<file path="src/rtl/fft_5_pkg.sv">
// Shared constants, complex sample type and bit-reversal helper for the
// 16-point FFT datapath.
package fft_5_pkg;

   localparam int unsigned N_POINTS = 16;
   localparam int unsigned LOG2N    = 4;
   localparam int unsigned DATA_W   = 12;

   typedef struct packed {
      logic [DATA_W-1:0] re;
      logic [DATA_W-1:0] im;
   } cplx_t;

   function automatic logic [LOG2N-1:0] bitrev(input logic [LOG2N-1:0] a);
      logic [LOG2N-1:0] r;
      r = '0;
      for (int unsigned i = 0; i < LOG2N; i++) begin
         r[i] = a[LOG2N-1-i];
      end
      return r;
   endfunction

endpackage

</file>
<file path="src/rtl/fft_pingpong_ram_5.sv">
// Two-bank sample store: synchronous write port, asynchronous read port.
// Bank select is the address MSB.
module fft_pingpong_ram_5
   import fft_5_pkg::*;
(
   input  logic             clk,
   input  logic             we_i,
   input  logic             wr_bank_i,
   input  logic [LOG2N-1:0] wr_addr_i,
   input  cplx_t            wr_data_i,
   input  logic             rd_bank_i,
   input  logic [LOG2N-1:0] rd_addr_i,
   output cplx_t            rd_data_o
);

   cplx_t mem_q [2*N_POINTS];

   always_ff @(posedge clk) begin
      if (we_i) begin
         mem_q[{wr_bank_i, wr_addr_i}] <= wr_data_i;
      end
   end

   assign rd_data_o = mem_q[{rd_bank_i, rd_addr_i}];

endmodule

</file>
<file path="src/rtl/fft_bitrev_buffer_5.sv">
// Ping-pong input reorder buffer: natural-order samples in, completed
// 16-sample frames out in bit-reversed order at one sample per clock.
module fft_bitrev_buffer_5
   import fft_5_pkg::*;
(
   input  logic              clk,
   input  logic              rst_n,
   input  logic              clr,
   input  logic              in_valid,
   output logic              in_ready,
   input  logic [DATA_W-1:0] in_real,
   input  logic [DATA_W-1:0] in_img,
   output logic              out_valid,
   input  logic              out_ready,
   output logic [DATA_W-1:0] out_real,
   output logic [DATA_W-1:0] out_img,
   output logic [LOG2N-1:0]  out_index,
   output logic              out_last
);

   localparam logic [LOG2N-1:0] LAST_IDX = LOG2N'(N_POINTS - 1);

   logic [1:0]        bank_full_q, bank_full_d;
   logic              wr_bank_q, rd_bank_q;
   logic [LOG2N-1:0]  wr_cnt_q, rd_cnt_q;
   logic              out_valid_q, out_last_q;
   logic [DATA_W-1:0] out_real_q, out_img_q;
   logic [LOG2N-1:0]  out_index_q;

   logic              wr_fire, rd_load, wr_wrap, rd_wrap;
   logic [LOG2N-1:0]  rd_addr;
   cplx_t             wr_data, rd_data;

   assign in_ready = ~bank_full_q[wr_bank_q];
   assign wr_fire  = in_valid & in_ready;
   assign rd_load  = (~out_valid_q | out_ready) & bank_full_q[rd_bank_q];
   assign wr_wrap  = wr_fire & (wr_cnt_q == LAST_IDX);
   assign rd_wrap  = rd_load & (rd_cnt_q == LAST_IDX);
   assign rd_addr  = bitrev(rd_cnt_q);
   assign wr_data.re = in_real;
   assign wr_data.im = in_img;

   // Set and clear always hit different banks, so both apply unconditionally.
   always_comb begin
      bank_full_d = bank_full_q;
      if (wr_wrap) bank_full_d[wr_bank_q] = 1'b1;
      if (rd_wrap) bank_full_d[rd_bank_q] = 1'b0;
   end

   fft_pingpong_ram_5 u_ram (
      .clk       (clk),
      .we_i      (wr_fire & ~clr),
      .wr_bank_i (wr_bank_q),
      .wr_addr_i (wr_cnt_q),
      .wr_data_i (wr_data),
      .rd_bank_i (rd_bank_q),
      .rd_addr_i (rd_addr),
      .rd_data_o (rd_data)
   );

   always_ff @(posedge clk or negedge rst_n) begin
      if (!rst_n) begin
         bank_full_q <= '0;
         wr_bank_q   <= 1'b0;
         rd_bank_q   <= 1'b0;
         wr_cnt_q    <= '0;
         rd_cnt_q    <= '0;
         out_valid_q <= 1'b0;
         out_last_q  <= 1'b0;
         out_real_q  <= '0;
         out_img_q   <= '0;
         out_index_q <= '0;
      end else if (clr) begin
         bank_full_q <= '0;
         wr_bank_q   <= 1'b0;
         rd_bank_q   <= 1'b0;
         wr_cnt_q    <= '0;
         rd_cnt_q    <= '0;
         out_valid_q <= 1'b0;
         out_last_q  <= 1'b0;
      end else begin
         bank_full_q <= bank_full_d;
         // Counters are LOG2N wide, so the frame wrap is the natural rollover.
         if (wr_fire) begin
            wr_cnt_q <= wr_cnt_q + 1'b1;
            if (wr_wrap) wr_bank_q <= ~wr_bank_q;
         end
         if (rd_load) begin
            out_real_q  <= rd_data.re;
            out_img_q   <= rd_data.im;
            out_index_q <= rd_cnt_q;
            out_last_q  <= (rd_cnt_q == LAST_IDX);
            out_valid_q <= 1'b1;
            rd_cnt_q    <= rd_cnt_q + 1'b1;
            if (rd_wrap) rd_bank_q <= ~rd_bank_q;
         end else if (out_ready) begin
            out_valid_q <= 1'b0;
         end
      end
   end

   assign out_valid = out_valid_q;
   assign out_real  = out_real_q;
   assign out_img   = out_img_q;
   assign out_index = out_index_q;
   assign out_last  = out_last_q;

endmodule

</file>
<file path="config.mk">
export PLATFORM = sky130hd
export DESIGN_NAME = fft_bitrev_buffer_5
export DESIGN_NICKNAME = d
export VERILOG_FILES = /design/src/rtl/fft_5_pkg.sv /design/src/rtl/fft_pingpong_ram_5.sv /design/src/rtl/fft_bitrev_buffer_5.sv
export SDC_FILE = /design/constraint.sdc
export NUM_CORES = 1
export LEC_CHECK = 0
export ABC_CLOCK_PERIOD_IN_PS = 7800
export CORE_MARGIN = 2
export CORE_UTILIZATION = 45
export CTS_CLUSTER_SIZE = 20
export DETAILED_ROUTE_END_ITERATION = 10
export GPL_ROUTABILITY_DRIVEN = 1
export GPL_TIMING_DRIVEN = 0
export SYNTH_ARGS = -nofsm -noshare
export SYNTH_HDL_FRONTEND = slang
export SYNTH_SLANG_ARGS = --single-unit
</file>
<file path="constraint.sdc">
create_clock -name clk -period 7.8 [get_ports clk]
set_input_delay 1.17 -clock clk [delete_from_list [all_inputs] [get_ports clk]]
set_output_delay 1.17 -clock clk [all_outputs]
set_load 0.005 [all_outputs]
</file>
* After elaboration in Yosys (flattened, before gate mapping) *
Memory sizes are Yosys's and may differ from the RTL's. A register that Yosys moved wholly into a read port is not among the register bits.
Index checks and enable logic that the tools add are counted.

word-level totals
  register bits after elaboration = 18
  latch bits = 0
  RAM bits = 768
  bits in read-only memories = 0
  input bits = 29
  output and inout bits = 31
  logic and storage cells = 70
  memories kept = 1

operators by class
  add/sub/neg operators = 2
  multiply operators = 0
  divide/modulo/power cells = 0
  $lt $le $gt $ge = 4
  equality and inequality tests = 2
  shift operators = 0
  mux-type cells = 28
  bitwise operators = 14
  reductions and logical operators = 11

memory list
  name         words  bits a word  rd ports  clocked after memory_dff  wr ports  RTL line                  RTL
  u_ram.mem_q  32     24           1         1                         1         fft_pingpong_ram_5.sv:16  cplx_t mem_q [2*N_POINTS];

operators with widths
  kind                                                                           number
  1-bit 2-to-1 mux                                                               19
  4-bit 2-to-1 mux                                                               4
  4-bit by 1-bit adder with 4-bit output (second input constant)                 2
  4-bit equality test (second input constant)                                    2
  2-bit nonzero test                                                             4
  2-bit 2-to-1 mux                                                               3
  2-bit AND reduction                                                            3
  1-bit AND                                                                      5
  1-bit inverter                                                                 5
  1-bit by 2-bit less-than comparator with 1-bit output (second input constant)  2
  3-bit nonzero test                                                             1
  2-bit AND                                                                      1
  1-bit demux with 1-bit select                                                  2
  1-bit >= comparator (second input constant)                                    2
  1-bit logical AND                                                              2
  2-bit inverter                                                                 1
  2-bit OR                                                                       1
  1-bit zero test                                                                1
  1-bit OR                                                                       1

* Longest topological paths before layout *
  depth in word-level cells = 9
  gate-level depth with buffers = 8
  mapped depth without buffers = 5

* By module *
From an unflattened synthesis, not the netlist that was laid out.

unflattened totals
  cell total of the unflattened synthesis = 1820
  area total of the unflattened synthesis = 31761.7 µm²

by module, submodules not included
  module               times used  cells each  area an instance (µm²)  seq. area each (µm²)
  fft_pingpong_ram_5   1           1687        30002.5                 23062.1
  fft_bitrev_buffer_5  1           133         1759.2                  1051.0

* Least setup slack after synthesis *
No wires, ideal clock.

  path kind = input-to-reg
  from = in clr
  to = mem u_ram.mem_q[22][0] (netlist name) (enable)
  setup time = 0.405 ns
  data arrival time = 2.810 ns
  data required time = 7.395 ns
  slack = 4.585 ns
  stages on the path = 4
  buffers on the path = 1
  cells stage by stage = clkbuf_1 nor2_1 nand2_1 nor2_1

between the ends
  word-level cells in the longest chain between the ends = 4

RTL lines
  what                                    RTL line                   RTL
  start: declaration                      fft_bitrev_buffer_5.sv:8   input logic clr,
  1-bit inverter (no source line)         -
  1-bit AND                               fft_bitrev_buffer_5.sv:52  .we_i (wr_fire & ~clr),
  1-bit 2-to-1 mux                        fft_pingpong_ram_5.sv:19   if (we_i) begin
  1-bit 2-to-1 mux (not written as such)  fft_pingpong_ram_5.sv:20   mem_q[{wr_bank_i, wr_addr_i}] <= wr_data_i;
  end: declaration                        fft_pingpong_ram_5.sv:16

No other way between the ends.

* Worst setup path after layout *
  from = in in_valid
  to = mem u_ram.mem_q[9][14] (netlist name) (enable)

between the ends
  word-level cells in the longest chain between the ends = 4

RTL lines
  what                                    RTL line                   RTL
  start: declaration                      fft_bitrev_buffer_5.sv:9   input logic in_valid,
  1-bit AND                               fft_bitrev_buffer_5.sv:35  assign wr_fire = in_valid & in_ready;
  1-bit AND                               fft_bitrev_buffer_5.sv:52
  1-bit 2-to-1 mux                        fft_pingpong_ram_5.sv:19
  1-bit 2-to-1 mux (not written as such)  fft_pingpong_ram_5.sv:20

No other way between the ends.

==> run_results.csv <==
group,metric,value,unit
flow_run,maxCapViolCount,0,
cts,clk_pin_slew,0.06,ns
setup_path,arrival,3.90,ns
floorplan,row_count,97,
cts,tritoncts,"done",
floorplan,die_h,269.9,µm
routing,ant_nets,0,
cts,cts_inserted_buffers,82,
setup_path,cp_top_family,"simple AND/OR/NAND/NOR gates",
timing,setup_tns,0,ns
setup_path,crit_slowest_cell,"nor2_2",
floorplan,pin_count,60,
synth,synth_area,0.03182,mm²
setup_path,path_common_cell,"nand2_1",
cts,clock_latency,0.62,ns
timing,finalSetupViolCount,0,
floorplan,start_util,45.43,%
setup_path,end_kind,"register",
routing,drc,0,
timing,rsz0062_at_grt,"false",
layout,antenna_cells,0,
synth,synth_nets,1740,
routing,wl_per_cell,29.09,µm
timing,maxSlewHeadroom,9.123,%
layout,layout_common_cells,"edfxtp_1, mux2i_1, clkbuf_16",
timing,post-route-min-period,3.592,ns
cts,cts-root-buf,"clkbuf_16",
global_route,grt_antenna_before_repair,3,
placed_design,portBuffers,58,
routing,drt_pass1_iterations,5,
timing,maxSlewViolCount,0,
hold_path,min_path_type,"input pin to asynchronous set/reset pin",
global_route,grt_use_total,22.94,%
global_route,grt_start_max_net_pins,33,
synth,synth_cells,1706,
setup_path,cp_cell_sequence,"clkdlybuf4s50_1 > nand2_1 > nor2_1 > nand2_1 > nor2_2 > buf_8",
layout,layout.nets,1896,
synth,synth_area_per_cell,18.65,µm²
synth,synthArstFlopShare,5.185,%
routing,wl,83.50,mm
power_and_ir_drop,leakagePower,11.12,nW
setup_path,slowest_delay,0.84,ns
timing,clock.fmax,278.4,MHz
placed_design,hpwlAfterDp,55.04,mm
placed_design,place.gp.congestion,0.8832,
routing,dr_wl_met2,38.71,mm
setup_path,cp_num_buf_inv,2,
routing,topRoutingLayerUsed,"met4",
setup_path,criticalPathCategory,"input pin to register",
floorplan,dieArea,0.07284,mm²
timing,hold_violations,0,
run_status,status,"complete, no violations",
routing,vias_per_cell,5.809,
setup_path,path_max_fanout,13,
synth,ys_seq_area_share,75.79,%
layout,drive_gt1_share,17.62,%
floorplan,die_width,269.9,µm
timing,worst_slew_pin_slew,1.355,ns
global_route,grt-ovfl-total,0,
cts,clock_path_buffers,3,
synth,netlist.area_leader.share,72.49,%
synth,synth_edf_count,768,
cts,cts-resized-gates,0,
cts,clock_sinks,810,
cts,hold_buffers,0,
routing,vias,16670,
global_route,grt_pass1_wl,119.1,mm
synth,synth_top_area_cell,"edfxtp_1",
routing,met1_length,36.31,mm
global_route,grt_pass1_vias,16640,
cts,h-tree-depth,3,
timing,holdWs,0.4248,ns
routing,drt_iter0_drc,1805,
timing,fin_skew,0.01861,ns
layout,areaGrowthSynthToFinish,15.41,%
routing,route.met3.wl,6.262,mm
cts,postCtsSetupRepairBufs,0,
synth,synth_cell_types,40,
timing,finalCritPeriodShare,46.04,%
synth,synth-main-ff-cell,"edfxtp_1",
synth,synthTopCellsByArea,"edfxtp_1, mux2i_1, mux4_2",
setup_path,start_kind,"input pin",
floorplan,core_region_area,0.07003,mm²
power_and_ir_drop,cellPowerDensity,244.9,mW/mm²
layout,layout_commonest_cell,"edfxtp_1",
synth,yosysWarnings,0,
power_and_ir_drop,ir_drop,0.2368,mV
synth,ys_seq_elements,810,
setup_path,crit_required,8.11,ns
## cell families (layout without fill, tap and decap cells)
group	Yosys count	after routing	share of synthesized area [%]
mux	318	318	12.85
buf+inv	135	359	2.017
compound gates	224	224	5.337
simple gates	206	206	3.587
fa+ha+maj	5	5	0.1966
flops	810	810	75.79
xor+xnor	8	8	0.2202
## sequential cells by signal (all words and copies together) (netlist names)
| register | count |
|---|---|
| u_ram.mem_q | 768 |
| out_img | 12 |
| out_real | 12 |
| out_index | 4 |
| rd_cnt_q | 4 |
| wr_cnt_q | 4 |
| bank_full_q | 2 |
| out_last | 1 |
| out_valid | 1 |
| rd_bank_q | 1 |
| wr_bank_q | 1 |
## final timing paths
path,cells after the start,slack [ns],startpoint,endpoint
worst max-delay path,6,4.21,in_valid,u_ram.mem_q[9][14]$_DFFE_PP_
worst min-delay path,1,0.42,rst_n,out_real[2]$_DFFE_PN0P_
worst max register to register,7,4.23,rd_cnt_q[2]$_DFFE_PN0P_,out_real[8]$_DFFE_PN0P_
worst min register to register,2,0.58,out_last$_DFFE_PN0P_,out_last$_DFFE_PN0P_
max in group asynchronous,2,6.86,rst_n,out_index[0]$_DFFE_PN0P_
min in group clk,2,0.58,out_last$_DFFE_PN0P_,out_last$_DFFE_PN0P_
## routing by layer
metal / global-route usage, % / up-vias
met5: 0 / -
met4: 6.330 / 0
met3: 4.543 / 104
met2: 35.66 / 663
met1: 33.19 / 8674
li1: - / 7231
## per-stage QoR
stage | std cells | worst slack, ns | power [mW] | instance area [µm²] | util (%)
3_5_place_dp | 2718 | 3.644 | 5.017 | 33980 | 48.52
2_1_floorplan | 1706 | 4.585 | 4.898 | 31820 | -
3_3_place_gp | 2704 | 2.727 | 5.010 | 33570 | 47.94
6_report | 2870 | 4.208 | 8.991 | 36720 | 52.43
5_1_grt | 2870 | 4.060 | 9.212 | 36720 | 52.43
4_1_cts | 2870 | 4.283 | 9.043 | 36780 | 52.52
## synth_stat cells, types with 3 or more instances
library cell,instances
a211oi_1,25
a21boi_0,24
a21oi_1,4
a22oi_1,48
buf_2,52
buf_4,6
clkbuf_1,45
dfrtp_1,42
edfxtp_1,768
ha_1,5
inv_1,28
mux2_2,4
mux2i_1,242
mux4_2,72
nand2_1,12
nand2b_1,4
nand3_1,5
nor2_1,97
nor2b_1,51
nor4_1,6
nor4_2,18
o221ai_1,24
o22ai_1,48
o32ai_1,48
xnor2_1,3
xor2_1,5
## worst register-to-register path: stages (launching register included)
cell,delay (ns)
dfrtp_1,0.50
buf_2,0.41
nor2b_1,0.20
clkbuf_1,0.29
clkbuf_1,0.68
a22oi_1,0.18
a21boi_0,1.01
o32ai_1,0.15
## where the power goes
part / total [mW] / switching, mW / internal [mW]
sequential: 4.78 / 0.00377 / 4.78
combinational: 0.140 / 0.116 / 0.0239
clock: 4.07 / 1.59 / 2.48
## final cells by class
cell class                 instances  area (µm²)
sequential                       810       24110
tap                              940        1176
fill                            5601       33310
buffer                           107       536.8
clock buffer                     117        2340
timing repair buffer              72       748.2
inverter                          28       105.1
clock inverter                    35       459.2
multi-input combinational        761        7241
(Power assumes the default switching activity.)
